[src/rtl/spi_bridge_pkg.sv]
// Shared constants and types for the SPI-to-bus bridge: register indices,
// CTRL/STATUS bit positions and the bus FSM state encoding.
package spi_bridge_pkg;

   localparam logic [1:0] IDX_ADDR  = 2'd0;
   localparam logic [1:0] IDX_WDATA = 2'd1;
   localparam logic [1:0] IDX_CTRL  = 2'd2;
   localparam logic [1:0] IDX_RDATA = 2'd3;

   localparam int unsigned CTRL_START_BIT = 0;
   localparam int unsigned CTRL_WE_BIT    = 1;

   localparam int unsigned STAT_BUSY_BIT = 0;
   localparam int unsigned STAT_DONE_BIT = 1;
   localparam int unsigned STAT_ERR_BIT  = 2;

   typedef enum logic [1:0] {
      StIdle,
      StReq,
      StWaitRvalid
   } state_e;

   function automatic logic [31:0] pack_status(input logic busy, input logic done,
                                               input logic err);
      logic [31:0] status;
      status                = '0;
      status[STAT_BUSY_BIT] = busy;
      status[STAT_DONE_BIT] = done;
      status[STAT_ERR_BIT]  = err;
      return status;
   endfunction

endpackage

[src/rtl/spi_we_sync.sv]
// Brings the sck-domain write strobe into clk domain and emits a single-cycle
// pulse per rising edge, however long the strobe stays high.
module spi_we_sync #(
   parameter int unsigned SYNC_STAGES = 2
) (
   input  logic i_clk,
   input  logic i_rst,
   input  logic i_we_async,
   output logic o_we_pulse
);

   logic [SYNC_STAGES-1:0] r_sync;
   logic                   r_prev;

   always_ff @(posedge i_clk) begin
      if (i_rst) begin
         r_sync <= '0;
         r_prev <= 1'b0;
      end else begin
         r_sync <= {r_sync[SYNC_STAGES-2:0], i_we_async};
         r_prev <= r_sync[SYNC_STAGES-1];
      end
   end

   assign o_we_pulse = r_sync[SYNC_STAGES-1] & ~r_prev;

endmodule

[src/rtl/spi_bus_bridge.sv]
// Register file written from an SPI slave that launches single-word bus
// reads/writes through a req/gnt + rvalid handshake.
module spi_bus_bridge
   import spi_bridge_pkg::*;
#(
   parameter int unsigned SYNC_STAGES = 2
) (
   input  logic        clk_i,
   input  logic        rst_i,
   input  logic [1:0]  spi_addr_i,
   input  logic [31:0] spi_wdata_i,
   input  logic        spi_we_i,
   output logic [31:0] spi_rdata_o,
   output logic        data_req_o,
   input  logic        data_gnt_i,
   output logic        data_we_o,
   output logic [3:0]  data_be_o,
   output logic [31:0] data_addr_o,
   output logic [31:0] data_wdata_o,
   input  logic        data_rvalid_i,
   input  logic [31:0] data_rdata_i
);

   logic w_we_pulse;

   state_e      r_state;
   logic [31:0] r_addr;
   logic [31:0] r_wdata;
   logic [31:0] r_rdata;
   logic        r_busy;
   logic        r_done;
   logic        r_err;
   logic        r_req;
   logic        r_we;
   logic [3:0]  r_be;

   spi_we_sync #(
      .SYNC_STAGES(SYNC_STAGES)
   ) u_we_sync (
      .i_clk      (clk_i),
      .i_rst      (rst_i),
      .i_we_async (spi_we_i),
      .o_we_pulse (w_we_pulse)
   );

   always_ff @(posedge clk_i) begin
      if (rst_i) begin
         r_state <= StIdle;
         r_addr  <= '0;
         r_wdata <= '0;
         r_rdata <= '0;
         r_busy  <= 1'b0;
         r_done  <= 1'b0;
         r_err   <= 1'b0;
         r_req   <= 1'b0;
         r_we    <= 1'b0;
         r_be    <= 4'h0;
      end else begin
         // RDATA is read-only, so a write to it while busy is not a collision
         if (w_we_pulse && r_busy && (spi_addr_i != IDX_RDATA)) begin
            r_err <= 1'b1;
         end
         unique case (r_state)
            StIdle: begin
               if (w_we_pulse) begin
                  unique case (spi_addr_i)
                     IDX_ADDR:  r_addr  <= spi_wdata_i;
                     IDX_WDATA: r_wdata <= spi_wdata_i;
                     IDX_CTRL: begin
                        if (spi_wdata_i[CTRL_START_BIT]) begin
                           r_state <= StReq;
                           r_we    <= spi_wdata_i[CTRL_WE_BIT];
                           r_req   <= 1'b1;
                           r_be    <= 4'hF;
                           r_busy  <= 1'b1;
                           r_done  <= 1'b0;
                           r_err   <= 1'b0;
                        end
                     end
                     default: ;
                  endcase
               end
            end
            StReq: begin
               if (data_gnt_i) begin
                  r_req <= 1'b0;
                  if (r_we) begin
                     r_state <= StIdle;
                     r_busy  <= 1'b0;
                     r_done  <= 1'b1;
                  end else begin
                     r_state <= StWaitRvalid;
                  end
               end
            end
            StWaitRvalid: begin
               if (data_rvalid_i) begin
                  r_rdata <= data_rdata_i;
                  r_state <= StIdle;
                  r_busy  <= 1'b0;
                  r_done  <= 1'b1;
               end
            end
            default: begin
               r_state <= StIdle;
               r_req   <= 1'b0;
               r_busy  <= 1'b0;
            end
         endcase
      end
   end

   always_comb begin
      spi_rdata_o = '0;
      unique case (spi_addr_i)
         IDX_ADDR:  spi_rdata_o = r_addr;
         IDX_WDATA: spi_rdata_o = r_wdata;
         IDX_CTRL:  spi_rdata_o = pack_status(r_busy, r_done, r_err);
         IDX_RDATA: spi_rdata_o = r_rdata;
         default:   spi_rdata_o = '0;
      endcase
   end

   assign data_req_o   = r_req;
   assign data_we_o    = r_we;
   assign data_be_o    = r_be;
   assign data_addr_o  = r_addr;
   assign data_wdata_o = r_wdata;

endmodule

[config.mk]
export PLATFORM = sky130hd
export DESIGN_NAME = spi_bus_bridge
export DESIGN_NICKNAME = d
export VERILOG_FILES = /design/src/rtl/spi_bridge_pkg.sv /design/src/rtl/spi_we_sync.sv /design/src/rtl/spi_bus_bridge.sv
export SDC_FILE = /design/constraint.sdc
export NUM_CORES = 1
export LEC_CHECK = 0
export BUFFER_PORTS_ARGS = -buffer_cell sky130_fd_sc_hd__buf_4
export CORE_MARGIN = 2
export CORE_UTILIZATION = 55
export CTS_BUF_LIST = sky130_fd_sc_hd__clkbuf_4 sky130_fd_sc_hd__clkbuf_8
export DETAILED_ROUTE_END_ITERATION = 12
export GPL_TIMING_DRIVEN = 0
export MAX_ROUTING_LAYER = met4
export PLACE_DENSITY = 0.95
export SLEW_MARGIN = 10
export SYNTH_ARGS = -nofsm -noshare
export SYNTH_HDL_FRONTEND = slang
export SYNTH_SLANG_ARGS = --single-unit
[constraint.sdc]
create_clock -name clk_i -period 2.8 [get_ports clk_i]
set_input_delay 0.28 -clock clk_i [delete_from_list [all_inputs] [get_ports clk_i]]
set_output_delay 0.28 -clock clk_i [all_outputs]
set_load 0.03 [all_outputs]
==> results.sh <==
export IMPL_finalMaxSlewViolations=0
export IMPL_wl_um=14710
export IMPL_first_global_vias=4694
export IMPL_synth_flop_cell="dfxtp_1"
export IMPL_rr_startpoint="r_state[0]$_SDFFE_PP0P_"
export IMPL_worst_setup_path_endpoint="spi_rdata_o[29]"
export IMPL_final_layout_net_count=810
export IMPL_use_met1=0.3687
export IMPL_initialDrtViolationCount=314
export IMPL_use_met3=0.05771
export IMPL_netlist_cell_type_count=28
export IMPL_post_dp_cell_area_um2=5982
export IMPL_yosys_mux_area_fraction=0.09054
export IMPL_worstHoldPathType="in -> reg"
export IMPL_worst_r2r_path_depth=7
export IMPL_p_leak_nw=2.551
export IMPL_gpl_final_weighted_congestion=0.8816
export IMPL_r2r_end="data_addr_o[23]$_SDFFE_PP0P_"
export IMPL_vias_per_cell=5.691
export IMPL_count_of_input_and_output_buffers=170
export IMPL_grt_max_degree=17
export IMPL_crit_arrival_ps=1950
export IMPL_synth_seq_cells=107
export IMPL_finalHoldViolations=0
export IMPL_drt_pass1_iterations=4
export IMPL_mappedNetlistArea_um2=4574
export IMPL_final_cell_area_um2=6188
export IMPL_yosysMostFrequentCell="nand2_1"
export IMPL_synth_area_per_cell_um2=8.257
export IMPL_die_h_um=95.20
export IMPL_min_period_over_period=0.7977
export IMPL_design_die_area_um2=9062
export IMPL_met2_usage=0.5563
export IMPL_synth_top_cell_area_share=0.4683
export IMPL_antenna_found_initial=0
export IMPL_rrSetupSlack_ps=750
export IMPL_cts_htree_levels=3
export IMPL_ant_nets=0
export IMPL_hpwlAfterDp_um=10790
export IMPL_cellPowerDensity_nw_per_um2=453.5
export IMPL_drive_gt1_frac=0.3284
export IMPL_synthesis_instances=554
export IMPL_critical_path_required_ps=2520
export IMPL_first_pass_grt_wire_length_um=22380
export IMPL_timing_setup_tns_ps=0
export IMPL_synth_xor_area_frac=0
export IMPL_power_w=0.002806
export IMPL_fp_row_count=33
export IMPL_groute_usage_overall=0.3301
export IMPL_dominant_combinational_cell_family_by_area_after_synthesis="simple AND/OR/NAND/NOR gates"
export IMPL_critPathMaxFanout=10
export IMPL_finalSetupViolations=0
export IMPL_grt_most_used_layer="met2"
export IMPL_cts_resized_gates=0
export IMPL_detailroute_via_count=4809
export IMPL_tritoncts_num_sinks=107
export IMPL_design_portCount=173
export IMPL_relSlewSlack=0.6008
export IMPL_grt_overflow_total=0
export IMPL_clock_insertion_delay_worst_skew_ps=360
export IMPL_timing_final_crit_period_ps=2234
export IMPL_synth_net_count=629
export IMPL_drt_wirelength_per_cell_um=17.40
export IMPL_postCtsHoldBufs=0
export IMPL_worst_setup_hold_path_clk_slew_ps=90
export IMPL_synth_adder_area_share=0.01094
export IMPL_ctsRootBufferMaster="clkbuf_8"
export IMPL_status="completed"
export IMPL_path_class="in -> out"
export IMPL_yosys_top_cells_count="196 x nand2_1, 107 x dfxtp_1, 99 x a21oi_1, 29 x a22o_1, 29 x mux2_2"
export IMPL_sequential_share_of_the_synthesized_area=0.4683
export IMPL_yosys_warning_total=0
export IMPL_cts_path_max_buffers=2
export IMPL_first_element_of_the_critical_path="spi_addr_i[1]"
export IMPL_synth_compound_area_share=0.1803
export IMPL_synth_top_cells_by_area="dfxtp_1 47%, nand2_1 16%, a21oi_1 11%"
export IMPL_post_cts_buffers=0
export IMPL_critical_path_startpoint_type="primary input"
export IMPL_n_antenna_cell=0
export IMPL_cts_tree="built"
export IMPL_floorplan_die_width_um=95.20
export IMPL_synth_enable_flop_cells=0
export IMPL_drc_errors=0
export IMPL_initial_utilization=0.5624
export IMPL_fin_hold_ws_ps=120.6
export IMPL_synthDominantAreaCellType="dfxtp_1"
export IMPL_crit_path_end_kind="output pin"
export IMPL_cts_inserted_buffers=9
export IMPL_setup_repair_after_global_routing_missed_its_margin="false"
export IMPL_floorplan_core_area_um2=8134
export IMPL_finClkSkew_ps=6.222
export IMPL_cap_violations=0
export IMPL_timing_worst_slew_pin_value_ps=598.8
export IMPL_asyncSetResetFlopFracSynth=0
export IMPL_yosys_area_share_simple=0.2008
export IMPL_areaGrowthSynthToFinish_pct=35.28
export IMPL_max_freq_ghz=0.4477
export IMPL_vdd_ir_drop_worst_mv=0.3400
-- where the power goes --
part           switching, W  internal (W)  total, W
logic              0.000159      0.000120  0.000279
clock network      0.000506      0.000473  0.000979
registers         0.0000127       0.00154   0.00155
-- flip-flops by register name, indices dropped and copies added, names as in the netlist --
| name | cells |
|---|---|
| u_we_sync.r_prev | 1 |
| r_err | 1 |
| data_be_o | 1 |
| data_addr_o | 32 |
| data_req_o | 1 |
| r_done | 1 |
| r_state | 2 |
| r_rdata | 32 |
| data_we_o | 1 |
| u_we_sync.r_sync | 2 |
| r_busy | 1 |
| data_wdata_o | 32 |
-- metrics by stage --
stage	setup WS (ps)	instances	utilization
after floorplan	1118	554	-
after global placement	654.6	829	0.7354
after detailed placement	606.7	829	0.7354
after CTS	604.0	845	0.7608
after global routing	461.8	845	0.7608
final	566.3	845	0.7608
-- cell type report --
cell class | instances | area, um2
multi-input cells | 397 | 2207
flip-flops and latches | 107 | 2142
fillers | 586 | 1946
repair buffers | 170 | 1276
plain buffers | 47 | 214.0
clock buffers | 13 | 160.2
well taps | 105 | 131.4
clock inverters | 3 | 46.29
inverters | 3 | 11.26
-- cell families (layout without fill, tap and decap cells) --
family,Yosys count,count (layout)
multiplexers,34,34
adder cells (fa/ha/maj),4,4
AO/OA/AOI/OAI,134,134
flip-flops,107,107
buffers and inverters,50,236
AND/OR/NAND/NOR,225,225
-- worst min path at each step --
stage                                        start                        endpoint  slack, ps  depth (start not counted)
global placement    u_we_sync.r_sync[0]$_SDFF_PP0_  u_we_sync.r_sync[1]$_SDFF_PP0_        420                          1
CTS                                       spi_we_i  u_we_sync.r_sync[0]$_SDFF_PP0_        110                          2
finish                                    spi_we_i  u_we_sync.r_sync[0]$_SDFF_PP0_        120                          2
detailed placement  u_we_sync.r_sync[0]$_SDFF_PP0_  u_we_sync.r_sync[1]$_SDFF_PP0_        450                          1
global route                              spi_we_i  u_we_sync.r_sync[0]$_SDFF_PP0_        120                          2
floorplan                                 spi_we_i  u_we_sync.r_sync[0]$_SDFF_PP0_        410                          1
-- critical path: stages --
cell,delay (ps)
buf_4,130
buf_2,200
nor2_1,140
clkbuf_1,470
buf_2,360
a22o_1,210
buf_4,170
-- metal layers --
metal,part of all wire,up-vias
met5,0,-
met4,0.045,0
met3,0.080,58
met2,0.51,277
met1,0.37,2261
li1,-,2213
-- placed cells by master (no fill, tap or decap), types with 4 or more instances in the layout --
master,count
a21oi_1,99
ha_1,4
nor3_1,4
a22o_1,29
buf_2,15
clkbuf_1,27
nor2_1,9
buf_4,173
mux2_2,29
nand2_1,196
clkbuf_8,10
nor2b_1,7
dfxtp_1,107
No activity file was read; power rests on OpenSTA's default activity.
